`config.mk`:
```
export PLATFORM = sky130hd
export DESIGN_NAME = rf_addr_reader
export DESIGN_NICKNAME = d
export VERILOG_FILES = /design/src/rtl/rf_addr_reader.sv
export SDC_FILE = /design/constraint.sdc
export NUM_CORES = 1
export LEC_CHECK = 0
export ABC_AREA = 1
export BUFFER_PORTS_ARGS = -buffer_cell sky130_fd_sc_hd__buf_2
export CORE_MARGIN = 1
export CORE_UTILIZATION = 55
export CTS_BUF_LIST = sky130_fd_sc_hd__clkbuf_4
export CTS_CLUSTER_DIAMETER = 100
export CTS_CLUSTER_SIZE = 12
export DETAILED_ROUTE_END_ITERATION = 8
export PLACE_DENSITY_LB_ADDON = 0.08
export REMOVE_ABC_BUFFERS = 1
export SLEW_MARGIN = 20
export SYNTH_ARGS = -nofsm -noshare
export SYNTH_HDL_FRONTEND = slang
export SYNTH_SLANG_ARGS = --single-unit
```
`constraint.sdc`:
```
create_clock -name i_clk -period 19.1 [get_ports i_clk]
set_input_delay 1.91 -clock i_clk [delete_from_list [all_inputs] [get_ports i_clk]]
set_output_delay 1.91 -clock i_clk [all_outputs]
set_load 0.01 [all_outputs]
```
`src/rtl/rf_addr_reader.sv`:
```
// Streams a snapshot of the address register file one entry per cycle over valid/ready,
// converting each {h, w, k} entry to a linear feature-map SRAM address.
module rf_addr_reader #(
    parameter int unsigned DEPTH  = 10,
    parameter int unsigned FW     = 7,
    parameter int unsigned LEN_W  = 4,
    parameter int unsigned IMG_W  = 64,
    parameter int unsigned CH     = 32,
    parameter int unsigned ADDR_W = 16
) (
    input  logic                              i_clk,
    input  logic                              i_rst,
    input  logic                              i_start,
    input  logic [DEPTH-1:0][2:0][FW-1:0]     i_RF,
    input  logic [LEN_W-1:0]                  i_length,
    output logic                              o_valid,
    input  logic                              i_ready,
    output logic [FW-1:0]                     o_h,
    output logic [FW-1:0]                     o_w,
    output logic [FW-1:0]                     o_k,
    output logic [ADDR_W-1:0]                 o_addr,
    output logic [LEN_W-1:0]                  o_idx,
    output logic                              o_last,
    output logic                              o_busy,
    output logic                              o_finish
);

    typedef enum logic [1:0] {StIdle, StStream, StDone} state_e;

    state_e                          state_q, state_d;
    logic [DEPTH-1:0][2:0][FW-1:0]   rf_q, rf_d;
    logic [LEN_W-1:0]                len_q, len_d;
    logic [LEN_W-1:0]                idx_q, idx_d;
    logic                            valid_q, valid_d;
    logic                            last_q, last_d;
    logic                            busy_q, busy_d;
    logic                            finish_q, finish_d;
    logic [FW-1:0]                   h_q, h_d, w_q, w_d, k_q, k_d;
    logic [ADDR_W-1:0]               addr_q, addr_d;
    logic [LEN_W-1:0]                eff_len;
    logic [2:0][FW-1:0]              entry;
    logic                            load;

    // Full-width unsigned arithmetic, truncated to the address width at the end.
    function automatic logic [ADDR_W-1:0] lin_addr(input logic [FW-1:0] h,
                                                   input logic [FW-1:0] w,
                                                   input logic [FW-1:0] k);
        logic [31:0] full;
        full = ((32'(h) * 32'(IMG_W)) + 32'(w)) * 32'(CH) + 32'(k);
        return full[ADDR_W-1:0];
    endfunction

    assign eff_len = (32'(i_length) > DEPTH) ? LEN_W'(DEPTH) : i_length;

    always_comb begin
        state_d  = state_q;
        rf_d     = rf_q;
        len_d    = len_q;
        idx_d    = idx_q;
        valid_d  = valid_q;
        finish_d = 1'b0;
        h_d      = h_q;
        w_d      = w_q;
        k_d      = k_q;
        addr_d   = addr_q;
        load     = 1'b0;
        entry    = '0;

        unique case (state_q)
            StIdle: begin
                if (i_start) begin
                    if (eff_len != '0) begin
                        rf_d    = i_RF;
                        len_d   = eff_len;
                        idx_d   = '0;
                        valid_d = 1'b1;
                        load    = 1'b1;
                        state_d = StStream;
                    end else begin
                        finish_d = 1'b1;
                    end
                end
            end
            StStream: begin
                if (valid_q && i_ready) begin
                    if (idx_q == len_q - LEN_W'(1)) begin
                        valid_d  = 1'b0;
                        finish_d = 1'b1;
                        state_d  = StDone;
                    end else begin
                        idx_d = idx_q + LEN_W'(1);
                        load  = 1'b1;
                    end
                end
            end
            StDone: state_d = StIdle;
            default: state_d = StIdle;
        endcase

        // rf_d already holds the fresh snapshot on a start, so one path covers both cases.
        if (load) begin
            entry  = rf_d[idx_d];
            h_d    = entry[0];
            w_d    = entry[1];
            k_d    = entry[2];
            addr_d = lin_addr(entry[0], entry[1], entry[2]);
        end

        last_d = valid_d && (idx_d == len_d - LEN_W'(1));
        busy_d = (state_d == StStream);
    end

    always_ff @(posedge i_clk or posedge i_rst) begin
        if (i_rst) begin
            state_q  <= StIdle;
            rf_q     <= '0;
            len_q    <= '0;
            idx_q    <= '0;
            valid_q  <= 1'b0;
            last_q   <= 1'b0;
            busy_q   <= 1'b0;
            finish_q <= 1'b0;
            h_q      <= '0;
            w_q      <= '0;
            k_q      <= '0;
            addr_q   <= '0;
        end else begin
            state_q  <= state_d;
            rf_q     <= rf_d;
            len_q    <= len_d;
            idx_q    <= idx_d;
            valid_q  <= valid_d;
            last_q   <= last_d;
            busy_q   <= busy_d;
            finish_q <= finish_d;
            h_q      <= h_d;
            w_q      <= w_d;
            k_q      <= k_d;
            addr_q   <= addr_d;
        end
    end

    assign o_valid  = valid_q;
    assign o_h      = h_q;
    assign o_w      = w_q;
    assign o_k      = k_q;
    assign o_addr   = addr_q;
    assign o_idx    = idx_q;
    assign o_last   = last_q;
    assign o_busy   = busy_q;
    assign o_finish = finish_q;

endmodule

```
# Word level (Yosys, flattened, before mapping)

Cells that the tools add are included.

Input bits: 218
Register bits after elaboration: 261

Add/sub/neg operators: 5
Equal/unequal tests: 4
Muxes and demuxes: 34
Reduce and logical (&&, ||, !) cells: 4
$lt $le $gt $ge: 2

Operators by type and width:

| cell                                                                         | count |
|---|---|
| 210-bit two-way mux                                                          | 3 |
| 21-bit binary-select mux with 4-bit select                                   | 1 |
| 4-bit two-way mux                                                            | 8 |
| 21-bit two-way mux                                                           | 1 |
| 16-bit by 7-bit adder with 16-bit output                                     | 1 |
| 1-bit two-way mux                                                            | 12 |
| 11-bit by 7-bit adder with 11-bit output                                     | 1 |
| 4-bit equality test                                                          | 2 |
| 2-bit two-way mux                                                            | 4 |
| 4-bit one-hot mux with 2 select lines                                        | 1 |
| 4-bit by 1-bit subtractor with 4-bit output, second input constant           | 2 |
| 1-bit one-hot mux with 2 select lines                                        | 3 |
| 4-bit by 5-bit less-than comparator with 1-bit output, second input constant | 1 |
| 4-bit by 1-bit adder with 4-bit output, second input constant                | 1 |
| 2-bit by 1-bit equality test with 1-bit output, second input constant        | 2 |
| 4-bit greater-than comparator, second input constant                         | 1 |
| 2-bit one-hot mux with 2 select lines                                        | 1 |
| 4-bit nonzero test                                                           | 1 |
| 1-bit logical AND                                                            | 2 |
| 2-bit zero test                                                              | 1 |

# Depth between registers and ports, before layout

Gate-level depths: netlist (run 1).

Depth after elaboration: 10
Mapped depth: 32
Mapped depth without buffers: 30

# Least setup slack after synthesis (run 1)

Ideal clock, no wire load.

Path type: input -> register
Start: in i_length[2]
End: reg addr_q[15] (netlist: o_addr[15])
Path buffers: 5
Library setup time: 0.118 ns
Arrival time: 4.775 ns
Stages on the path: 23
Setup slack: 14.207 ns
Path through: nor2_1 nand3_1 nand2_4 buf_6 buf_2 buf_2 buf_6 buf_4 o21ai_0 a211oi_1 o31ai_1 nand2_1 ha_1 inv_1 fa_1 inv_1 nand2_1 nor2_2 nand3_2 nor2_1 nand3_1 nand3_1 nand2_1

Longest elaborated chain between the ends: 10
Elaborated cells between the ends (all ways): 16
Classes of those cells: add/sub (2); order compare (1); mux (12); reduce/logical (1)

Ends and longest elaborated chain:

| what                                                                         | line | source |
|---|---|---|
| start: declaration                                                           | 15   | `input logic [LEN_W-1:0] i_length,` |
| 4-bit greater-than comparator                                                | 53   | `assign eff_len = (32'(i_length) > DEPTH) ? LEN_W'(DEPTH) : i_length;` |
| 4-bit two-way mux *                                                          | 53   |  |
| 4-bit nonzero test *                                                         | 72   | `if (eff_len != '0) begin` |
| 4-bit two-way mux or 210-bit two-way mux (tied branches)                     | 72   |  |
| 4-bit two-way mux or 210-bit two-way mux (tied branches)                     | 71   | `if (i_start) begin` |
| 4-bit one-hot mux with 2 select lines or 210-bit two-way mux (tied branches) | 69   | `unique case (state_q)` |
| 21-bit binary-select mux with 4-bit select                                   | 102  | `entry = rf_d[idx_d];` |
| 21-bit two-way mux (not written as such)                                     | 102  |  |
| 11-bit by 7-bit adder with 11-bit output                                     | 49   | `full = ((32'(h) * 32'(IMG_W)) + 32'(w)) * 32'(CH) + 32'(k);` |
| 16-bit by 7-bit adder with 16-bit output                                     | 49   |  |
| end signal: assignment                                                       | 139  | `addr_q <= addr_d;` |
| end: declaration                                                             | 39   | `logic [ADDR_W-1:0] addr_q, addr_d;` |

Mark *: on every way between the ends. The rest lies on a longest branch, timed or not. The select of a mux whose other input is x is not followed.
A chain may end at the register's enable or synchronous reset.

# Worst setup path after layout (run 1)

Start: in i_length[2]
End: reg addr_q[15] (netlist: o_addr[15])

Longest elaborated chain between the ends: 10
Elaborated cells between the ends (all ways): 16
Classes of those cells: add/sub (2); order compare (1); mux (12); reduce/logical (1)

Ends and longest elaborated chain:

| what                                         | line | source |
|---|---|---|
| 4-bit greater-than comparator                | 53   |  |
| 4-bit two-way mux *                          | 53   |  |
| 4-bit nonzero test *                         | 72   |  |
| 4-bit two-way mux *                          | 72   |  |
| 4-bit two-way mux *                          | 71   |  |
| 4-bit one-hot mux with 2 select lines *      | 69   |  |
| named net idx_d[3]                           | 33   | `logic [LEN_W-1:0] idx_q, idx_d;` |
| 21-bit binary-select mux with 4-bit select * | 102  |  |
| 21-bit two-way mux (not written as such) *   | 102  |  |
| 11-bit by 7-bit adder with 11-bit output     | 49   |  |
| 16-bit by 7-bit adder with 16-bit output *   | 49   |  |

Mark *: on every way through the listed nets, which the timed path passes. The rest lies on a longest branch. The select of a mux whose other input is x is not followed.

==> results.json, run 1 <==
{
  "outcome": "complete, no violations",
  "start_kind": "primary input",
  "hold_slack_ns": 0.488,
  "drt_pass1_iterations": 5,
  "skew_ns": 0.0515,
  "grt_max_degree": 104,
  "synth_area_per_cell_um2": 8.44,
  "slew_viol_final": 0,
  "grt-ovfl-total": 0,
  "layout_commonest_cell": "nand2_1",
  "cts_setup_buffers": 0,
  "post-route-drc-count": 0,
  "die_height_um": 154,
  "htree_levels": 1,
  "fmax_mhz": 167,
  "finalWorstSetupSlack_ns": 13.11,
  "cts.sinks": 256,
  "synth_ff_type": "dfrtp_1",
  "p_total_mw": 0.814,
  "p_per_area_nw_per_um2": 57.5,
  "period_share": 0.314,
  "place_congestion": 0.870,
  "maxCapViolCount": 0,
  "wl_mm": 32.8,
  "leakage_nw": 9.14,
  "worst_pin_slew_ns": 0.997,
  "final_cells": 2006,
  "cts_root_buf": "clkbuf_4",
  "die_x_um": 154,
  "initial_core_util": 0.563,
  "first_global_vias": 10300,
  "ys_seq_area_frac": 0.501,
  "dp_slack_ns": 12.40,
  "antenna_found_initial": 1,
  "num_vias": 10600,
  "min_period_ns": 5.99,
  "ant_nets": 0,
  "drtIter0Drc": 697,
  "area.growth.synth_to_final_pct": 10.9,
  "vdd_ir_drop_max_v": 0.0000399,
  "drive_above_1_share": 0.252,
  "postSynthCellCount": 1513,
  "dieArea_um2": 23800,
  "tritoncts": "yes",
  "setup_viol": 0,
  "ys_warn_count": 0,
  "core_area_um2": 22700,
  "grt_usage": 0.280,
  "critPathRequiredTime_ns": 19.69,
  "fill_cells": 2114,
  "clk_path_buf_depth": 3,
  "ys_types": 48,
  "postCtsHoldBufs": 0,
  "synth_seq_cells": 256,
  "wl_per_cell_um": 16.3,
  "final_cell_mix": "nand2_1, buf_2, dfrtp_1",
  "clk_pin_slew_ns": 0.13,
  "dpl.hpwl_mm": 21.6,
  "postCtsResizedCells": 0,
  "hold_path.class": "reg2reg",
  "synthArstFlopShare": 1.00,
  "rsz0062_at_grt": "false",
  "dp.cells": 1978,
  "synth_edf_count": 0,
  "fin_nets": 1946,
  "fin_setup_tns_ns": 0,
  "worstSetupPathType": "in2reg",
  "cp_max_fo": 80,
  "fp-row-count": 55,
  "viasPerCell": 5.28,
  "clk_latency_ns": 0.71,
  "grt_pass1_wl_mm": 53.3,
  "io_buffers": 262,
  "io_pins": 263,
  "numCtsBuffers": 25,
  "synth.cell_area_um2": 12800,
  "crit_arrival_ns": 6.58,
  "max-slew-margin-rel": 0.335,
  "cp-end-kind": "flop",
  "hold_viol_final": 0
}
state kept, by name, summed over array words and instances (netlist names):
register / cells
o_finish: 1
o_valid: 1
o_k: 7
o_busy: 1
o_addr: 11
len_q: 4
o_last: 1
o_h: 7
state_q: 2
o_w: 7
o_idx: 4
rf_q: 210
worst paths after layout:
kind                        startpoint    endpoint  cells after the start  slack, ns
min in group asynchronous        i_rst    rf_q[65]                      2       1.31
max in group asynchronous        i_rst    rf_q[61]                      3      16.30
max                        i_length[2]  o_addr[15]                     21      13.11
min reg2reg                  rf_q[209]   rf_q[209]                      2       0.49
min                          rf_q[209]   rf_q[209]                      2       0.49
max reg2reg                 state_q[1]  o_addr[15]                     24      13.90
synthesized netlist by cell type, types with 3 or more instances:
| cell | number | share of area |
|---|---|---|
| nand3_2 | 7 | 0.0055 |
| nor3_1 | 3 | 0.0012 |
| nor2_4 | 6 | 0.0053 |
| o211ai_1 | 11 | 0.0065 |
| mux2i_1 | 41 | 0.032 |
| nand2_1 | 375 | 0.11 |
| o31ai_1 | 3 | 0.0018 |
| a21oi_1 | 54 | 0.021 |
| nand2_4 | 7 | 0.0062 |
| clkbuf_1 | 19 | 0.0056 |
| or2_1 | 6 | 0.0029 |
| xor2_1 | 6 | 0.0041 |
| xnor2_1 | 3 | 0.0021 |
| o21ai_0 | 140 | 0.055 |
| a211oi_1 | 3 | 0.0018 |
| buf_4 | 22 | 0.013 |
| or2_2 | 79 | 0.039 |
| inv_1 | 167 | 0.049 |
| or2_0 | 6 | 0.0029 |
| buf_1 | 4 | 0.0012 |
| o22ai_1 | 3 | 0.0015 |
| nand3_1 | 112 | 0.044 |
| ha_1 | 7 | 0.0069 |
| a31oi_1 | 13 | 0.0064 |
| inv_2 | 13 | 0.0038 |
| nor2_1 | 34 | 0.010 |
| o21ai_1 | 26 | 0.010 |
| buf_2 | 33 | 0.013 |
| nand4_1 | 4 | 0.0020 |
| dfrtp_1 | 256 | 0.50 |
| buf_6 | 14 | 0.012 |
| a221oi_1 | 4 | 0.0027 |
| nand2_2 | 14 | 0.0069 |
where the power goes:
part	switching (mW)	internal [mW]
Combinational	0.0210	0.0163
Clock	0.173	0.0618
Sequential	0	0.542
Total	0.194	0.620
metal layers:
metal / wire length, um / global-route usage / part of all wire / up-vias
met5: 0 / 0 / 0 / -
met3: 1950 / 0.0342 / 0.060 / 56
li1: - / - / - / 5228
met2: 15200 / 0.457 / 0.46 / 354
met4: 750 / 0.0726 / 0.023 / 0
met1: 14900 / 0.399 / 0.45 / 4956
critical path, cell delays in order:
cell,delay [ns]
buf_2,0.10
nor2_1,0.16
nand3_1,0.24
nand2_8,0.48
buf_4,0.80
o21ai_2,0.16
nor2_4,0.23
inv_2,0.31
nor2_4,0.49
inv_1,0.18
o21ai_1,0.24
inv_2,0.07
fa_1,0.42
inv_1,0.11
nand2_1,0.09
nor2_2,0.12
nand3_2,0.09
nor2_1,0.10
nand3_1,0.07
nand3_1,0.08
nand2_1,0.05
layout make-up:
class                      instances  area (um2)  area share
clock inverter                     2        12.5    0.000883
timing repair buffer             272        1390      0.0981
clock buffer                      25         188      0.0132
tap                              285         357      0.0252
inverter                         182         693      0.0489
sequential                       256        6410       0.452
antenna                            1        2.50    0.000177
multi-input combinational        983        5120       0.361
per-stage QoR:
step                area, um2   util
global route            14200  0.624
floorplan               12200      -
finish                  14200  0.624
detailed placement      14000  0.615
global placement        14000  0.615
CTS                     14200  0.624
cell families after synthesis:
logic type	count (synthesis)	synth area share
AO/OA/AOI/OAI	265	0.113
XOR/XNOR	9	0.00617
adder cells (fa/ha/maj)	8	0.00842
buffers and inverters	274	0.0984
flip-flops	256	0.501
multiplexers	41	0.0321
AND/OR/NAND/NOR	660	0.241
No activity file was read; power rests on OpenSTA's default activity.
==> inputs of run 2 (changes only) <==
--- a/config.mk
+++ b/config.mk
@@ -8,7 +8,7 @@
 export ABC_AREA = 1
 export BUFFER_PORTS_ARGS = -buffer_cell sky130_fd_sc_hd__buf_2
 export CORE_MARGIN = 1
-export CORE_UTILIZATION = 55
+export CORE_UTILIZATION = 52
 export CTS_BUF_LIST = sky130_fd_sc_hd__clkbuf_4
 export CTS_CLUSTER_DIAMETER = 100
 export CTS_CLUSTER_SIZE = 12
==> constraint.sdc (replaced) <==
create_clock -name i_clk -period 5.5 [get_ports i_clk]
set_input_delay 0.55 -clock i_clk [delete_from_list [all_inputs] [get_ports i_clk]]
set_output_delay 0.55 -clock i_clk [all_outputs]
set_load 0.01 [all_outputs]
==> run 2 against run 1 <==
Critical path type is now reg2reg. Largest cell class unchanged. Non-clock buffer count up 11. Via count about the same. The run now ends with negative hold slack left. Combinational power rose to 3.4 times the previous value. Sequential cell count unchanged. Highest routed layer is now met5. Global-route usage down 1.1 points. Cell count up 2.2%. Total power rose to 3.5 times the previous value.
==> results.json, run 2 (synthesis gave the netlist of run 1 again) <==
{
  "outcome": "finished with violations",
  "violations": "negative hold slack",
  "fin_setup_tns_ns": 0,
  "r2r-end": "o_addr[15]",
  "clk_path_buf_depth": 3,
  "p_sw_mw": 0.679,
  "drt_pass1_iterations": 5,
  "hold_viol_final": 12,
  "setup_viol": 0,
  "fmax_mhz": 232,
  "dieArea_um2": 25200,
  "reg2reg_from": "len_q[0]",
  "ant_nets": 0,
  "numCtsBuffers": 25,
  "grt_pass1_wl_mm": 54.5,
  "hold_path.class": "in2async",
  "worst_pin_slew_ns": 0.902,
  "finalWorstSetupSlack_ns": 1.20,
  "dp.cells": 2023,
  "drive_above_1_share": 0.257,
  "grt_max_degree": 140,
  "max-slew-margin-rel": 0.398,
  "fp-row-count": 56,
  "io_pins": 263,
  "dp_slack_ns": 1.15,
  "grt-ovfl-total": 0,
  "p_sw_frac": 0.240,
  "seqPwrFrac": 0.665,
  "die_x_um": 159,
  "p_clk_frac": 0.290,
  "clk_pin_slew_ns": 0.14,
  "rsz0062_at_grt": "false",
  "initial_core_util": 0.538,
  "critPathRequiredTime_ns": 6.09,
  "r2r_slack_ns": 1.20,
  "cts.sinks": 256,
  "internal_power_mw": 2.15,
  "cts_root_buf": "clkbuf_4",
  "p_per_area_nw_per_um2": 198,
  "final_cell_mix": "nand2_1, buf_2, dfrtp_1",
  "first_global_vias": 10500,
  "p_total_mw": 2.83,
  "placed_cell_area_um2": 14100,
  "htree_levels": 1,
  "skew_ns": 0.0312,
  "layout_commonest_cell": "nand2_1",
  "maxCapViolCount": 0,
  "worstSetupPathType": "reg2reg",
  "top_register": "rf_q",
  "grt_usage": 0.269,
  "cp-end-kind": "flop",
  "final_area_um2": 14300,
  "final_util": 0.602,
  "cp_max_fo": 62,
  "slew_viol_final": 0,
  "largest_register_ffs": 210,
  "combPwrFrac": 0.045,
  "drtIter0Drc": 631,
  "post-route-drc-count": 0,
  "core_area_um2": 23800,
  "tritoncts": "yes",
  "io_buffers": 262,
  "final_cells": 2050,
  "fill_cells": 2237,
  "clk_latency_ns": 0.70,
  "start_kind": "flop",
  "place_congestion": 0.829,
  "postCtsResizedCells": 0,
  "hold_slack_ns": -0.0102,
  "rr_worst_depth": 26,
  "die_height_um": 159,
  "vdd_ir_drop_max_v": 0.000145,
  "num_vias": 10600,
  "dpl.hpwl_mm": 22.7,
  "antenna_found_initial": 2,
  "postCtsHoldBufs": 0,
  "leakage_nw": 9.19,
  "wl_mm": 33.5,
  "fin_nets": 1957,
  "crit_arrival_ns": 4.90,
  "viasPerCell": 5.17,
  "period_share": 0.783,
  "area.growth.synth_to_final_pct": 11.9,
  "min_period_ns": 4.30,
  "wl_per_cell_um": 16.4,
  "cts_setup_buffers": 0
}
[run 2: layout make-up]
| type | instances | area [um2] | area share |
|---|---|---|---|
| Clock buffer | 25 | 188 | 0.0131 |
| Tap cell | 319 | 399 | 0.0279 |
| Multi-Input combinational cell | 983 | 5120 | 0.358 |
| Sequential cell | 256 | 6410 | 0.448 |
| Inverter | 182 | 693 | 0.0485 |
| Clock inverter | 1 | 8.76 | 0.000612 |
| Timing Repair Buffer | 283 | 1480 | 0.104 |
| Antenna cell | 1 | 2.50 | 0.000175 |
[run 2: power by group through the flow]
stage / sequential, mW / combinational [mW] / clock (mW)
finish: 1.88 / 0.128 / 0.821
global route: 1.88 / 0.143 / 0.906
CTS: 1.88 / 0.131 / 0.841
detailed placement: 1.92 / 0.130 / 0
global placement: 1.92 / 0.132 / 0
floorplan: 1.92 / 0.0302 / 0
[run 2: how the worst max path moves through the flow]
stage,endpoint,cells past startpoint,start,slack [ns]
after global placement,o_addr[15],22,i_length[3],1.25
after floorplan,len_q[0],1,i_rst,-2.09
after CTS,o_addr[15],26,len_q[0],1.17
final,o_addr[15],26,len_q[0],1.20
after global routing,o_addr[15],26,len_q[0],0.72
after detailed placement,o_addr[15],24,i_length[3],1.15
[run 2: worst max-delay path, cell delays in order, from the launching register on]
cell and delay (ns):
dfrtp_1 0.40, inv_2 0.06, ha_1 0.30, xor2_1 0.16, nand2_2 0.08, nor2_4 0.12
nand2_4 0.08, nand3_4 0.11, nand2_4 0.21, nand2_4 0.15, buf_4 0.48, a21oi_1 0.14
a221oi_1 0.28, or3_1 0.15, nand2_1 0.07, inv_1 0.06, ha_1 0.16, inv_1 0.06
fa_1 0.38, inv_1 0.09, nand2_1 0.09, nor2_2 0.13, nand3_2 0.09, nor2_1 0.09
nand3_1 0.07, nand3_1 0.08, nand2_1 0.05
[run 2: routing by layer]
layer | part of all wire | GRT usage | routed length, um | vias up
met2 | 0.45 | 0.425 | 15200 | 322
li1 | - | - | - | 5243
met5 | 0.00039 | 0 | 13 | -
met4 | 0.030 | 0.0914 | 1020 | 2
met3 | 0.061 | 0.0436 | 2050 | 65
met1 | 0.45 | 0.377 | 15200 | 4966
